<file path="src/rtl/useq_pkg.sv">
// Shared types and defaults for the useq mailbox FIFO host driver.
package useq_pkg;
  typedef enum logic [2:0] {ST_IDLE, ST_WR, ST_RD, ST_CAP, ST_GAP} state_e;

  localparam int FIFO_DEPTH_DEF = 16;
  localparam int OCC_W          = $clog2(FIFO_DEPTH_DEF) + 1;
endpackage

</file>
<file path="src/rtl/useq_byte_skid.sv">
// One-entry valid/ready byte holding register; ready is registered as !full.
module useq_byte_skid (
  input  logic       clk,
  input  logic       rst_n,
  input  logic       in_valid_i,
  output logic       in_ready_o,
  input  logic [7:0] in_data_i,
  output logic       out_valid_o,
  input  logic       out_ready_i,
  output logic [7:0] out_data_o
);
  logic       full_q, full_d;
  logic       rdy_q;
  logic [7:0] data_q;
  logic       load;

  assign load = in_valid_i && rdy_q;

  // Load only happens while empty, so it never collides with a pop.
  always_comb begin
    full_d = full_q;
    if (out_ready_i) full_d = 1'b0;
    if (load)        full_d = 1'b1;
  end

  always_ff @(posedge clk or negedge rst_n) begin
    if (!rst_n) begin
      full_q <= 1'b0;
      rdy_q  <= 1'b0;
      data_q <= '0;
    end else begin
      full_q <= full_d;
      rdy_q  <= !full_d;
      if (load) data_q <= in_data_i;
    end
  end

  assign in_ready_o  = rdy_q;
  assign out_valid_o = full_q;
  assign out_data_o  = data_q;
endmodule

</file>
<file path="src/rtl/useq_fifo_host.sv">
// Host-side strobe sequencer for the useq mailbox FIFO: paces writes/reads,
// keeps a shadow occupancy and never issues both strobes at once.
module useq_fifo_host
  import useq_pkg::*;
#(
  parameter int FIFO_DEPTH = FIFO_DEPTH_DEF,
  parameter int GAP_CYCLES = 1
) (
  input  logic                        clk,
  input  logic                        rst_n,
  input  logic                        s_valid,
  output logic                        s_ready,
  input  logic [7:0]                  s_data,
  output logic                        m_valid,
  input  logic                        m_ready,
  output logic [7:0]                  m_data,
  output logic                        write_fifo,
  output logic                        read_fifo,
  output logic [7:0]                  fifo_in,
  input  logic [7:0]                  fifo_out,
  input  logic                        fifo_empty,
  output logic [$clog2(FIFO_DEPTH):0] occ
);
  localparam int             OW      = $clog2(FIFO_DEPTH) + 1;
  localparam logic [OW-1:0]  OCC_MAX = OW'(FIFO_DEPTH - 1);
  localparam logic [OW-1:0]  OCC_ONE = OW'(1);
  localparam logic [3:0]     GAP_L   = 4'(GAP_CYCLES);
  localparam state_e         ST_POST = (GAP_CYCLES == 0) ? ST_IDLE : ST_GAP;

  state_e        state_q, state_d;
  logic [3:0]    cnt_q, cnt_d;
  logic          rr_q, rr_d;
  logic [OW-1:0] occ_q, occ_d;
  logic          wr_q, wr_d, rd_q, rd_d;
  logic [7:0]    fin_q, fin_d;

  logic          tx_full, gnt_wr, rx_load, rx_rdy;
  logic [7:0]    tx_buf;
  logic          wr_cand, rd_cand;

  useq_byte_skid u_tx (
    .clk         (clk),
    .rst_n       (rst_n),
    .in_valid_i  (s_valid),
    .in_ready_o  (s_ready),
    .in_data_i   (s_data),
    .out_valid_o (tx_full),
    .out_ready_i (gnt_wr),
    .out_data_o  (tx_buf)
  );

  useq_byte_skid u_rx (
    .clk         (clk),
    .rst_n       (rst_n),
    .in_valid_i  (rx_load),
    .in_ready_o  (rx_rdy),
    .in_data_i   (fifo_out),
    .out_valid_o (m_valid),
    .out_ready_i (m_ready),
    .out_data_o  (m_data)
  );

  assign wr_cand = tx_full && (occ_q < OCC_MAX);
  assign rd_cand = m_ready && !m_valid && rx_rdy && !fifo_empty;

  always_comb begin
    state_d = state_q;
    cnt_d   = cnt_q;
    rr_d    = rr_q;
    occ_d   = occ_q;
    wr_d    = 1'b0;
    rd_d    = 1'b0;
    fin_d   = fin_q;
    gnt_wr  = 1'b0;
    rx_load = 1'b0;
    case (state_q)
      ST_IDLE: begin
        // rr=1 yields to a competing read; every grant favours the other side next.
        if (wr_cand && !(rd_cand && rr_q)) begin
          gnt_wr  = 1'b1;
          wr_d    = 1'b1;
          fin_d   = tx_buf;
          rr_d    = 1'b1;
          state_d = ST_WR;
        end else if (rd_cand) begin
          rd_d    = 1'b1;
          rr_d    = 1'b0;
          state_d = ST_RD;
        end else if (fifo_empty) begin
          occ_d = '0;
        end
      end
      ST_WR: begin
        if (occ_q < OCC_MAX) occ_d = occ_q + OCC_ONE;
        cnt_d   = '0;
        state_d = ST_POST;
      end
      ST_RD: state_d = ST_CAP;
      ST_CAP: begin
        rx_load = 1'b1;
        if (occ_q != '0) occ_d = occ_q - OCC_ONE;
        cnt_d   = '0;
        state_d = ST_POST;
      end
      ST_GAP: begin
        if (cnt_q == GAP_L - 4'd1) state_d = ST_IDLE;
        else                       cnt_d   = cnt_q + 4'd1;
      end
      default: state_d = ST_IDLE;
    endcase
  end

  always_ff @(posedge clk or negedge rst_n) begin
    if (!rst_n) begin
      state_q <= ST_IDLE;
      cnt_q   <= '0;
      rr_q    <= 1'b0;
      occ_q   <= '0;
      wr_q    <= 1'b0;
      rd_q    <= 1'b0;
      fin_q   <= '0;
    end else begin
      state_q <= state_d;
      cnt_q   <= cnt_d;
      rr_q    <= rr_d;
      occ_q   <= occ_d;
      wr_q    <= wr_d;
      rd_q    <= rd_d;
      fin_q   <= fin_d;
    end
  end

  assign write_fifo = wr_q;
  assign read_fifo  = rd_q;
  assign fifo_in    = fin_q;
  assign occ        = occ_q;
endmodule

</file>
<file path="config.mk">
export PLATFORM = sky130hd
export DESIGN_NAME = useq_fifo_host
export DESIGN_NICKNAME = d
export VERILOG_FILES = /design/src/rtl/useq_pkg.sv /design/src/rtl/useq_byte_skid.sv /design/src/rtl/useq_fifo_host.sv
export SDC_FILE = /design/constraint.sdc
export NUM_CORES = 1
export LEC_CHECK = 0
export CORE_MARGIN = 10
export CORE_UTILIZATION = 45
export DETAILED_ROUTE_END_ITERATION = 7
export PLACE_DENSITY = 0.76
export SLEW_MARGIN = 25
export SYNTH_ARGS = -nofsm -noshare
export SYNTH_HDL_FRONTEND = slang
export SYNTH_HIERARCHICAL = 1
export SYNTH_SLANG_ARGS = --single-unit
</file>
<file path="constraint.sdc">
create_clock -name clk -period 2.2 [get_ports clk]
set_input_delay 0.22 -clock clk [delete_from_list [all_inputs] [get_ports clk]]
set_output_delay 0.22 -clock clk [all_outputs]
set_load 0.01 [all_outputs]
</file>
-- Word level (Yosys, flattened, before mapping)
Cells that the tools add are included.
W data, S select, Z words.
- add/subtract/negate cells: 3
- $mul: 0
- div/mod/pow operators: 0
- $lt $le $gt $ge: 1
- eq/ne operators: 12
- shift-type cells: 0
- multiplexer cells: 24
- bitwise gates (word level): 0
- reductions and logical operators: 25
- operator list (operator ; count):
    $mux W5 ; 5
    $pmux W5 S3 ; 1
    $ne A2 B2 Y1 const B ; 7
    $mux W1 ; 12
    $pmux W3 S4 ; 1
    $mux W3 ; 3
    $logic_and A1 B1 Y1 ; 8
    $pmux W4 S2 ; 1
    $reduce_and A2 Y1 ; 4
    $eq A3 B2 Y1 const B ; 2
    $reduce_and A6 Y1 ; 1
    $add A5 B1 Y5 const B ; 1
    $logic_not A1 Y1 ; 5
    $lt A5 B4 Y1 const B ; 1
    $reduce_bool A5 Y1 ; 1
    $sub A5 B1 Y5 const B ; 1
    $add A4 B1 Y4 const B ; 1
    $logic_not A4 Y1 ; 1
    $mux W4 ; 1
    $reduce_bool A2 Y1 ; 2
    $eq A3 B1 Y1 const B ; 1
    $eq A3 B3 Y1 const B ; 1
    $logic_not A3 Y1 ; 1
    $ne A3 B3 Y1 const B ; 1
    2 further kinds ; 2
- register bits: 43
- bits in latches: 0
- RAM bits: 0
- ROM bits: 0
- bits of input ports: 21
- logic and storage cells: 78
- memories: 0

-- Depth between registers and ports, before layout
Gate-level depths: netlist of run 1.
- word-level depth: 12
- depth in mapped cells: 10

-- By module
Netlist of run 1, hierarchy kept.
- by module, submodules not included (module ; times used ; cells an instance ; area an instance (µm²)):
    useq_fifo_host ; 1 ; 124 ; 1217.4
    useq_byte_skid ; 2 ; 22 ; 397.9

-- Least setup slack after synthesis of run 1
No wires, ideal clock.
- kind: register to register
- start: register state_q[2]
- end: register occ_q[4], in the netlist occ[4]
- library setup time: 69 ps
- data arrival time: 2076 ps
- data required time: 2131 ps
- path slack: 55 ps
- stages on the path, launching flop included: 10
- clock period less this slack: 2145 ps
- cells stage by stage: dfrtp_1 > buf_6 > nor2b_4 > nand2_4 > fa_1 > nand2b_1 > a21oi_1 > xor2_1 > or4_1 > nand3_1
- cells in the longest elaborated chain, start to end: 3
- elaborated cells between the ends (all ways): 11
- those cells by class: eq/ne (7); mux (1); reduce/logical (3)
- ends and longest elaborated chain (element ; line ; text):
    from (decl) ; useq_fifo_host.sv:30 ; state_e state_q, state_d;
    from (signal assigned) ; useq_fifo_host.sv:123 ; state_q <= state_d;
    $eq A3 B2 Y1 (tied with other cells) ; useq_fifo_host.sv:76 ; case (state_q)
    $ne A2 B2 Y1 (no line) / $reduce_bool A3 Y1 (equally long branches) ; - ;
    $reduce_and A6 Y1 (no line) ; - ;
    to (signal assigned) ; useq_fifo_host.sv:118 ; occ_q <= '0;
    to (signal assigned) ; useq_fifo_host.sv:126 ; occ_q <= occ_d;
    to (decl) ; useq_fifo_host.sv:33 ; logic [OW-1:0] occ_q, occ_d;
Parallel ways exist; a longest one is shown, timed or not.
A chain may end at the register's enable or synchronous reset.

-- Final worst setup path of run 1
Ends and elaborated chain as after synthesis.

==> results.py, run 1 <==
metrics = {
    "timing": {
        "finalHoldViolations": 0,
        "setup_viol": 0,
        "drv_slew": 0,
        "fmax_mhz": 486,
        "finalSetupTns_ps": 0,
        "timing.hold.ws_ps": 428,
        "slew_headroom": 0.557,
        "rsz0062_at_grt": "no",
        "fin_crit_sh": 0.936,
        "worst_slew_pin_slew_ps": 663,
        "fin_skew_ps": 4.35,
        "fin_crit_ps": 2060,
    },
    "power": {
        "p_int_mw": 2.26,
        "seq_power_share": 0.386,
        "clkPwrFrac": 0.137,
        "irDropWorstVdd_mv": 0.817,
        "combPwrFrac": 0.477,
        "p_sw_mw": 1.29,
        "swShare": 0.362,
        "cellLeakagePower_nw": 1.25,
        "p_per_area_nw_per_um2": 1340,
    },
    "global_route": {
        "grt_pass1_wl_um": 7200,
        "antenna_found_initial": 0,
        "grt_max_degree": 26,
        "grt_usage": 0.118,
        "grt_overflow_total": 0,
        "grt_pass1_vias": 1489,
    },
    "final_layout": {
        "fill_cells": 373,
        "antennaDiodeCount": 0,
        "final_nets": 252,
        "drive_gt1_frac": 0.181,
        "area_delta_synth_final_pct": 31.6,
    },
    "routing": {
        "drc": 0,
        "dr.pass1.iters": 4,
        "ant_nets": 0,
        "num_vias": 1428,
        "drt_first_iter_violations": 36,
        "drt-vias-per-instance": 5.14,
        "post_drt_wl_per_cell_um": 15.9,
        "routed_wl_um": 4420,
    },
    "clock_tree": {
        "clk_pin_slew_worst_paths_ps": 80,
        "worst_skew_pair.late_latency_ps": 290,
        "cts_tree": "yes",
        "cts.sink_count": 43,
        "cts_buffers": 5,
        "htreeDepth": 2,
        "cts_buffer_depth": 2,
        "root_buffer": "clkbuf_8",
    },
    "yosys": {
        "yosys_most_used_dff": "dfrtp_1",
        "synth_cell_types": 36,
        "syn_area_per_cell_um2": 12.0,
        "async_reset_ff_frac": 1.00,
        "ys_seq_area_frac": 0.534,
        "yosysWarnings": 6,
        "synthCells": 168,
        "synth_enable_flop_cells": 0,
        "synth_nets": 195,
        "ys_ff_latch": 43,
        "syn_area_um2": 2010,
    },
    "floorplanning": {
        "rows": 24,
        "initial_core_util": 0.462,
        "pin_count": 46,
        "die_area_um2": 7550,
        "die_height_um": 86.9,
        "coreArea_um2": 4350,
        "die_w_um": 86.9,
    },
    "critical_path": {
        "worstPathRequired_ps": 2420,
        "critPathMaxFanout": 5,
        "critPathArrivalTime_ps": 2280,
        "worst_setup_path_start_kind": "flop",
        "crit_type": "reg -> reg",
        "critPathCaptureType": "flop",
    },
    "placement": {
        "io_buffers": 45,
        "gp_congestion": 0.841,
        "place_hpwl_um": 3250,
    },
    "job": {
        "maxCapViolations": 0,
    },
    "worst_hold_path": {
        "hold_class": "in -> async",
    },
    "run_status": {
        "status": "completed",
    },
}
## synth_stat cells (2+ instances only)
| cell type | count | area, µm² |
|---|---|---|
| nand2_1 | 32 | 120 |
| buf_6 | 2 | 22.5 |
| mux2_4 | 16 | 240 |
| o21ai_0 | 6 | 30.0 |
| nand4_1 | 2 | 12.5 |
| dfrtp_1 | 43 | 1080 |
| nand3_1 | 4 | 20.0 |
| a21oi_1 | 3 | 15.0 |
| xor2_1 | 5 | 43.8 |
| ha_1 | 5 | 62.6 |
| nand2_4 | 3 | 33.8 |
| nor2_1 | 7 | 26.3 |
| o21a_1 | 2 | 15.0 |
| inv_1 | 9 | 33.8 |
| or4_1 | 2 | 15.0 |
| nand2b_1 | 5 | 31.3 |
| o41ai_1 | 3 | 26.3 |
## worst paths after layout
| check | start | end | slack [ps] | cells past startpoint |
|---|---|---|---|---|
| worst max register to register | state_q[2] | occ[4] | 140 | 8 |
| max in group asynchronous | rst_n | fifo_in[2] | 1110 | 3 |
| worst max-delay path | state_q[2] | occ[4] | 140 | 8 |
| worst min register to register | u_tx/out_data_o[1] | fifo_in[1] | 480 | 2 |
| min in group clk | u_tx/out_data_o[1] | fifo_in[1] | 480 | 2 |
| worst min-delay path | rst_n | occ[0] | 430 | 2 |
## layout by cell type (no fill, tap or decap), types with 6 or more instances in the layout
cell type	synthesis	layout
clkdlybuf4s50_1	0	44
dfrtp_1	43	43
nand2_1	32	32
mux2_4	16	16
inv_1	9	9
nor2_1	7	7
buf_4	0	7
o21ai_0	6	6
## state kept, by name (all words and copies together) (netlist names)
signal            count
u_rx/out_data_o       8
u_rx/in_ready_o       1
fifo_in               8
u_rx/out_valid_o      1
occ                   5
u_tx/out_data_o       8
read_fifo             1
u_tx/in_ready_o       1
write_fifo            1
cnt_q                 4
rr_q                  1
state_q               3
u_tx/out_valid_o      1
## logic make-up after synthesis
kind of cell / Yosys count / synth area share
compound gates: 22 / 0.0870
xor+xnor: 5 / 0.0218
fa+ha+maj: 6 / 0.0410
buf+inv: 13 / 0.0323
flops: 43 / 0.534
mux: 17 / 0.124
simple gates: 62 / 0.159
## layer usage
metal	GRT usage	wire length, µm
met1	0.151	2000
met2	0.179	2070
met3	0.0384	286
met4	0.0486	65
met5	0	0
## layout make-up
cell class                 instances  area (µm²)  share of cell area
clock buffer                       6        72.6              0.0274
clock inverter                     2        12.5             0.00472
inverter                          10        37.5              0.0142
tap                               52        65.1              0.0246
sequential                        43        1080               0.406
timing repair buffer              53         508               0.192
multi-input combinational        112         878               0.331
## metrics by stage
step	instance area (µm²)	power, mW	setup WS [ps]	instances	utilization
after detailed placement	2550	3.08	87.2	269	0.585
after global placement	2550	3.03	160	269	0.585
after floorplan	2010	2.35	55.4	168	-
final	2650	3.55	140	278	0.609
after global routing	2650	3.81	45.2	278	0.609
after CTS	2640	3.59	81.3	278	0.607
## power groups by stage
stage	registers [mW]	clock network (mW)	logic, mW
final	1.37	0.486	1.69
after global routing	1.41	0.545	1.86
after CTS	1.37	0.505	1.71
after detailed placement	1.38	0	1.70
after global placement	1.37	0	1.66
after floorplan	1.43	0	0.917
## worst max-delay path, stage by stage, from the launching register on
cell and delay, ps:
dfrtp_1 420, nor2b_4 150, nand2_4 90, fa_2 350, nand2b_1 170, a21oi_2 140
xor2_1 80, or4_1 500, nand3_1 90
## repair_timing
item	CTS	global route
hold buffers	1	0
gates resized for setup	0	2
hold endpoints to repair	18	0
setup buffers	0	0
setup endpoints to repair	0	1
(Power assumes the default switching activity.)
==> run 2, diff against run 1 <==
--- a/config.mk
+++ b/config.mk
@@ -6,11 +6,12 @@
 export NUM_CORES = 1
 export LEC_CHECK = 0
 export CORE_MARGIN = 10
-export CORE_UTILIZATION = 45
+export CORE_UTILIZATION = 44
 export DETAILED_ROUTE_END_ITERATION = 7
-export PLACE_DENSITY = 0.76
+export PLACE_DENSITY = 0.75
+export SKIP_CTS_REPAIR_TIMING = 1
 export SLEW_MARGIN = 25
 export SYNTH_ARGS = -nofsm -noshare
 export SYNTH_HDL_FRONTEND = slang
-export SYNTH_HIERARCHICAL = 1
 export SYNTH_SLANG_ARGS = --single-unit
+export TNS_END_PERCENT = 5
==> results.py, run 2 <==
metrics = {
    "timing": {
        "finalHoldViolations": 0,
        "fmax_mhz": 482,
        "worst_slew_pin_slew_ps": 374,
        "slew_headroom": 0.751,
        "rsz0062_at_grt": "no",
        "fin_crit_sh": 0.943,
        "fin_crit_ps": 2070,
        "drv_slew": 0,
        "setup_viol": 0,
        "finalSetupTns_ps": 0,
        "fin_skew_ps": 5.17,
    },
    "placement": {
        "place_area_um2": 2460,
        "place_hpwl_um": 3160,
        "gp_congestion": 0.820,
        "io_buffers": 45,
    },
    "yosys": {
        "synth_area_leaders": "dfrtp_1 55%, mux2_2 9.3%, nand2_1 6.6%, ha_1 3.2%, xor2_1 1.8%",
        "synthCells": 166,
        "synth_top_family_by_area": "simple AND/OR/NAND/NOR gates",
        "yosysWarnings": 0,
        "synth_nets": 193,
        "synth_top_cells_by_count": "43 x dfrtp_1, 34 x nand2_1, 16 x mux2_2, 9 x inv_1, 9 x nor2_1",
        "synth_simple_gate_area_frac": 0.149,
        "synth_enable_flop_cells": 0,
        "synthAdderAreaFrac": 0.0426,
        "synth_mux_area_frac": 0.111,
        "synth.top_cell.area_share": 0.555,
        "synth_cell_types": 38,
        "synth_top_cell_by_area": "dfrtp_1",
        "ys_seq_area_frac": 0.555,
        "async_reset_ff_frac": 1.00,
        "synth_compound_area_frac": 0.0903,
        "syn_area_per_cell_um2": 11.7,
        "ys_ff_latch": 43,
        "yosys_most_used_dff": "dfrtp_1",
        "synth_xor_area_frac": 0.0226,
        "syn_area_um2": 1940,
        "synth_most_common_cell": "dfrtp_1",
    },
    "critical_path": {
        "critPathArrivalTime_ps": 2250,
        "worst_setup_path_start_kind": "flop",
        "slowest_stage": "dfrtp_1",
        "crit_family": "simple AND/OR/NAND/NOR gates",
        "slowest_delay_ps": 410,
        "critPathCaptureType": "flop",
        "worstPathRequired_ps": 2380,
        "crit_type": "reg -> reg",
        "crit_chain": "and2b_4 -> nand2_2 -> fa_2 -> nand2b_1 -> a21oi_2 -> xnor2_2 -> o21ai_1 -> a32o_1",
        "crit_buf_inv": 0,
        "critPathMaxFanout": 6,
    },
    "routing": {
        "drt-vias-per-instance": 4.88,
        "num_vias": 1338,
        "drc": 0,
        "routed_wl_um": 3990,
        "ant_nets": 0,
        "drt_first_iter_violations": 60,
        "dr.pass1.iters": 4,
        "post_drt_wl_per_cell_um": 14.5,
    },
    "floorplanning": {
        "pin_count": 46,
        "rows": 24,
        "die_w_um": 86.4,
        "die_height_um": 86.4,
        "initial_core_util": 0.448,
        "coreArea_um2": 4320,
        "die_area_um2": 7460,
    },
    "clock_tree": {
        "cts_buffer_depth": 2,
        "cts.sink_count": 43,
        "clk_pin_slew_worst_paths_ps": 80,
        "worst_skew_pair.late_latency_ps": 290,
        "cts_tree": "yes",
        "root_buffer": "clkbuf_8",
        "htreeDepth": 2,
        "cts_buffers": 5,
    },
    "final_layout": {
        "final_cell_mix": "44 x clkdlybuf4s50_1, 43 x dfrtp_1, 34 x nand2_1, 16 x mux2_2",
        "area_delta_synth_final_pct": 32.8,
        "final_area_um2": 2580,
        "drive_gt1_frac": 0.198,
        "final_util": 0.596,
        "antennaDiodeCount": 0,
        "final_nets": 248,
        "final_common_cell": "clkdlybuf4s50_1",
    },
    "global_route": {
        "grt_usage": 0.112,
        "grt_pass1_wl_um": 6600,
        "grt_pass1_vias": 1393,
        "antenna_found_initial": 0,
        "grt_max_degree": 29,
        "grt_overflow_total": 0,
    },
    "power": {
        "clkPwrFrac": 0.144,
        "cellLeakagePower_nw": 1.16,
        "seq_power_share": 0.397,
        "combPwrFrac": 0.459,
        "swShare": 0.355,
        "p_int_mw": 2.13,
        "irDropWorstVdd_mv": 0.697,
        "p_per_area_nw_per_um2": 1280,
        "p_sw_mw": 1.17,
    },
    "worst_hold_path": {
        "hold_class": "in -> async",
    },
    "run_status": {
        "status": "completed",
    },
    "job": {
        "maxCapViolations": 0,
    },
}
-- run 2: final timing paths --
path | start | end | slack, ps | cells past startpoint
worst max-delay path | state_q[2] | occ[4] | 130 | 8
worst min-delay path | rst_n | occ[2] | 370 | 2
worst max register to register | state_q[2] | occ[4] | 130 | 8
worst min register to register | u_tx.out_data_o[6] | fifo_in[6] | 470 | 2
max in group asynchronous | rst_n | fifo_in[7] | 1150 | 3
min in group clk | u_tx.out_data_o[6] | fifo_in[6] | 470 | 2
-- run 2: per-stage QoR --
step	hold slack, ps	worst slack (ps)	std cells	power (mW)
finish	370	126	274	3.30
global route	398	2.16	274	3.56
CTS	-162	25.4	272	3.33
detailed placement	158	39.9	264	2.84
global placement	158	150	264	2.80
floorplan	-75.6	210	166	2.18
-- run 2: worst register-to-register path: cells and delay by family, from the launching register on --
kind                     cells  cell delay, ps
AO/OA/AOI/OAI                3             470
XOR/XNOR                     1             140
AND/OR/NAND/NOR              3             590
flip-flops                   1             410
adder cells (fa/ha/maj)      1             370
-- run 2: power groups by stage --
stage | sequential, mW | clock, mW | combinational, mW
floorplan | 1.38 | 0 | 0.797
global placement | 1.32 | 0 | 1.48
detailed placement | 1.33 | 0 | 1.51
CTS | 1.31 | 0.497 | 1.52
global route | 1.35 | 0.532 | 1.68
finish | 1.31 | 0.477 | 1.51
-- run 2: layout make-up --
| type | count | area [µm²] |
|---|---|---|
| Timing Repair Buffer | 51 | 493 |
| Sequential cell | 43 | 1080 |
| Tap cell | 52 | 65.1 |
| Multi-Input combinational cell | 110 | 820 |
| Clock buffer | 6 | 72.6 |
| Inverter | 10 | 37.5 |
| Fill cell | 382 | 1750 |
| Clock inverter | 2 | 12.5 |
-- run 2: cells by family (layout without fill, tap and decap cells) --
logic type / Yosys count / after routing
buffers and inverters: 13 / 69
AO/OA/AOI/OAI: 18 / 18
AND/OR/NAND/NOR: 62 / 62
XOR/XNOR: 5 / 5
multiplexers: 19 / 19
flip-flops: 43 / 43
adder cells (fa/ha/maj): 6 / 6
-- run 2: metal layers --
metal  GRT usage  vias to the layer above  part of all wire
met5           0                        -                 0
met4      0.0619                        0             0.022
met3      0.0394                        5             0.058
met2       0.182                       25              0.49
met1       0.125                      639              0.43
li1            -                      669                 -
==> run 3, diff against run 2 <==
--- a/config.mk
+++ b/config.mk
@@ -8,6 +8,7 @@
 export CORE_MARGIN = 10
 export CORE_UTILIZATION = 44
 export DETAILED_ROUTE_END_ITERATION = 7
+export GPL_TIMING_DRIVEN = 0
 export PLACE_DENSITY = 0.75
 export SKIP_CTS_REPAIR_TIMING = 1
 export SLEW_MARGIN = 25
==> results.py, run 3 (synthesized netlist as in run 2, its figures left out) <==
metrics = {
    "critical_path": {
        "worstPathRequired_ps": 2380,
        "critPathArrivalTime_ps": 2270,
        "regToRegStartpoint": "state_q[2]",
        "r2r_cells": 8,
        "r2r_slack_ps": 110,
        "worst_setup_path_start_kind": "flop",
        "crit_type": "reg -> reg",
        "critPathCaptureType": "flop",
        "r2r_end": "occ[4]",
        "critPathMaxFanout": 4,
    },
    "floorplanning": {
        "initial_core_util": 0.448,
        "rows": 24,
        "die_area_um2": 7460,
        "coreArea_um2": 4320,
        "die_height_um": 86.4,
        "die_w_um": 86.4,
        "pin_count": 46,
    },
    "routing": {
        "routed_wl_um": 3960,
        "drt_first_iter_violations": 50,
        "drt-vias-per-instance": 5.07,
        "drc": 0,
        "ant_nets": 0,
        "dr.pass1.iters": 4,
        "drt-met1-wl_um": 1580,
        "wl_met2_um": 2030,
        "num_vias": 1400,
        "met3_length_um": 300,
        "topRoutingLayerUsed": "met4",
        "post_drt_wl_per_cell_um": 14.4,
    },
    "timing": {
        "fin_crit_ps": 2090,
        "worst_slew_pin_slew_ps": 375,
        "fin_ws_ps": 110,
        "slew_headroom": 0.750,
        "setup_viol": 0,
        "fmax_mhz": 478,
        "fin_skew_ps": 7.42,
        "timing.hold.ws_ps": 373,
        "drv_slew": 0,
        "rsz0062_at_grt": "no",
        "fin_crit_sh": 0.950,
        "finalHoldViolations": 0,
    },
    "placement": {
        "dp.cells": 264,
        "place_hpwl_um": 3090,
        "gp_congestion": 0.880,
        "io_buffers": 45,
        "pre_cts_ws_ps": 20.2,
        "place_area_um2": 2470,
    },
    "run_status": {
        "status": "completed",
    },
    "final_layout": {
        "fill_cells": 375,
        "final_cells": 276,
        "multiInputGateArea_um2": 821,
        "final_area_um2": 2630,
        "final_cell_mix": "44 x clkdlybuf4s50_1, 42 x dfrtp_1, 34 x nand2_1, 16 x mux2_2, 9 x nor2_1",
        "drive_gt1_frac": 0.214,
        "antennaDiodeCount": 0,
        "seq_area_um2": 1080,
        "area_delta_synth_final_pct": 35.7,
        "final_common_cell": "clkdlybuf4s50_1",
        "final_nets": 250,
    },
    "clock_tree": {
        "htreeDepth": 2,
        "root_buffer": "clkbuf_8",
        "cts_buffer_depth": 2,
        "clk_pin_slew_worst_paths_ps": 80,
        "cts_tree": "yes",
        "cts_buffers": 5,
        "cts.sink_count": 43,
        "worst_skew_pair.late_latency_ps": 290,
    },
    "global_route": {
        "grt_overflow_total": 0,
        "grt_pass1_vias": 1498,
        "grt_pass1_wl_um": 6800,
        "grt_max_degree": 32,
        "grt_usage": 0.111,
        "antenna_found_initial": 0,
    },
    "power": {
        "finalPower_mw": 3.44,
        "irDropWorstVdd_mv": 0.702,
        "p_per_area_nw_per_um2": 1310,
        "cellLeakagePower_nw": 1.17,
    },
    "job": {
        "maxCapViolations": 0,
    },
    "worst_hold_path": {
        "hold_class": "in -> async",
    },
}
run 3: worst max path at each step:
stage          depth (start not counted)  slack, ps                  to  startpoint
6_report                               8        110              occ[4]  state_q[2]
5_1_grt                                8        0.9              occ[4]  state_q[2]
4_1_cts                                8         -2              occ[4]  state_q[2]
3_5_place_dp                           8         20              occ[4]  state_q[2]
3_3_place_gp                           1       -220  u_tx.out_data_o[3]       rst_n
2_1_floorplan                          8        210              occ[4]  state_q[2]
run 3: power breakdown:
group          internal [mW]  switching [mW]
registers               1.12           0.185
clock network          0.338           0.259
logic                  0.810           0.737
total                   2.26            1.18
run 3: layout make-up:
cell class                      instances  share of cell area
Tap cell                               52              0.0247
Clock buffer                            5              0.0262
Buffer                                  3             0.00761
Clock inverter                          3              0.0166
Timing Repair Buffer                   50               0.189
Inverter                               10              0.0143
Multi-Input combinational cell        110               0.312
Sequential cell                        43               0.409
run 3: per-layer routing:
metal,vias to the layer above,GRT usage
met4,0,0.0442
met2,27,0.185
li1,670,-
met5,-,0
met3,4,0.0460
met1,699,0.121
run 3: stage by stage:
step	setup TNS (ps)	util
finish	0	0.609
global placement	-9610	0.568
detailed placement	0	0.571
global route	0	0.609
floorplan	0	-
CTS	-2.34	0.597
run 3: worst max-delay path, cell delays in order (launching register included):
cell and delay, ps:
dfrtp_2 430, and2b_4 270, nand2_2 110, fa_2 380
nand2b_1 150, a21oi_1 160, xnor2_1 170, o21ai_0 100
a32o_1 200
==> RTL change: new RTL, flow settings as in run 3 <==
Set the package constant `FIFO_DEPTH_DEF` to 8 (it was 16).
--- a/src/rtl/useq_pkg.sv
+++ b/src/rtl/useq_pkg.sv
@@ -2,7 +2,7 @@
 package useq_pkg;
   typedef enum logic [2:0] {ST_IDLE, ST_WR, ST_RD, ST_CAP, ST_GAP} state_e;
 
-  localparam int FIFO_DEPTH_DEF = 16;
+  localparam int FIFO_DEPTH_DEF = 8;
   localparam int OCC_W          = $clog2(FIFO_DEPTH_DEF) + 1;
 endpackage
 
Ports: changed (resized occ); port bits go from 46 to 45. No check against the original RTL was run, so the function may have changed too.
==> RTL change against run 3 <==
Sequential cell count fell by 1. Design area shrank 3.9%. Synthesized area down 4.6%. Global-route usage rose by 0.096 points. Power up 5.8%. Worst setup slack better by 0.089 ns. Non-clock buffer count decreased by 5. Routed wire length shrank 3.4%. Critical endpoint is now occ[3]$_DFFE_PN0P_. Largest cell class unchanged. Highest routed layer unchanged.
==> RTL change: results <==
metrics = {
    "global_routing": {
        "grt_pass1_vias": 1378,
        "grtUsageMet1_pct": 12.65,
        "grtUsageTotal_pct": 11.15,
        "met3_usage_pct": 5.163,
        "grt_max_degree": 26,
    },
    "layout": {
        "n_clock_buffer": 6,
        "buf_share_pct": 19.94,
        "nets": 215,
        "area_delta_synth_final_pct": 36.65,
        "nonClockBufferCount": 48,
        "clkCellAreaFrac_pct": 5.641,
        "drive_above_1_share_pct": 21.99,
        "multi_input_area_sq_um": 742.0,
    },
    "pwr": {
        "vdd_ir_drop_max_uv": 740.8,
    },
    "placement": {
        "gp_congestion": 0.8168,
        "dp.cells": 232,
        "placed_area_sq_um": 2376,
    },
    "timing": {
        "slew_headroom_pct": 56.66,
        "clock_skew_ns": 0.005248,
    },
    "logic_synthesis": {
        "synth_cell_types": 32,
        "synth_cells": 137,
        "synth_area_leaders": "dfrtp_1 57%, mux2_2 11%, mux2_4 4.9%, ha_1 2.7%, mux2i_1 2.7%",
        "synth_common_cells": "42 x dfrtp_1, 18 x mux2_2, 8 x nand2_1",
        "synth.ff_latch_count": 42,
        "synth.yosys.seq_area_share_pct": 56.80,
    },
    "detailed_routing": {
        "drt_iter0_markers": 40,
        "wl_met2_um": 1895,
        "wl_met1_um": 1616,
        "vias_per_cell": 5.149,
        "wl_met3_um": 277,
    },
    "critical_path": {
        "worstPathArrival_ns": 2.23,
    },
    "run_status": {
        "run_status": "complete, no violations",
    },
}
-- RTL change: path summary, 6_finish.rpt --
path | start | to | slack [ns] | cells after the start
hold reg to reg | u_rx.out_data_o[5]$_DFFE_PN0P_ | u_rx.out_data_o[5]$_DFFE_PN0P_ | 0.51 | 1
setup reg to reg | state_q[2]$_DFFE_PN0P_ | occ[3]$_DFFE_PN0P_ | 0.20 | 6
min in group clk | u_rx.out_data_o[5]$_DFFE_PN0P_ | u_rx.out_data_o[5]$_DFFE_PN0P_ | 0.51 | 1
hold / removal | rst_n | occ[1]$_DFFE_PN0P_ | 0.40 | 2
setup / recovery | state_q[2]$_DFFE_PN0P_ | occ[3]$_DFFE_PN0P_ | 0.20 | 6
max in group asynchronous | rst_n | cnt_q[2]$_DFFE_PN0P_ | 1.33 | 3
-- RTL change: critical path, delay by kind of cell (launching register included) --
| kind | cells | cell delay, ns |
|---|---|---|
| compound gates | 2 | 0.65 |
| fa+ha+maj | 1 | 0.32 |
| flops | 1 | 0.44 |
| simple gates | 3 | 0.54 |
-- RTL change: power groups by stage --
| stage | registers, mW | logic [mW] | clock network [mW] |
|---|---|---|---|
| 6_report | 1.35 | 1.55 | 0.744 |
| 5_1_grt | 1.40 | 1.69 | 0.792 |
| 4_1_cts | 1.35 | 1.58 | 0.762 |
| 3_5_place_dp | 1.36 | 1.57 | 0 |
| 3_3_place_gp | 1.34 | 1.52 | 0 |
| 2_1_floorplan | 1.41 | 0.849 | 0 |
-- RTL change: cells by family after synthesis --
logic type      count (synthesis)  synth area share [%]
mux                            29                 18.53
flops                          42                 56.80
buf+inv                         9                 3.110
compound gates                 19                 7.505
simple gates                   30                 9.466
fa+ha+maj                       4                 2.705
xor+xnor                        4                 1.893
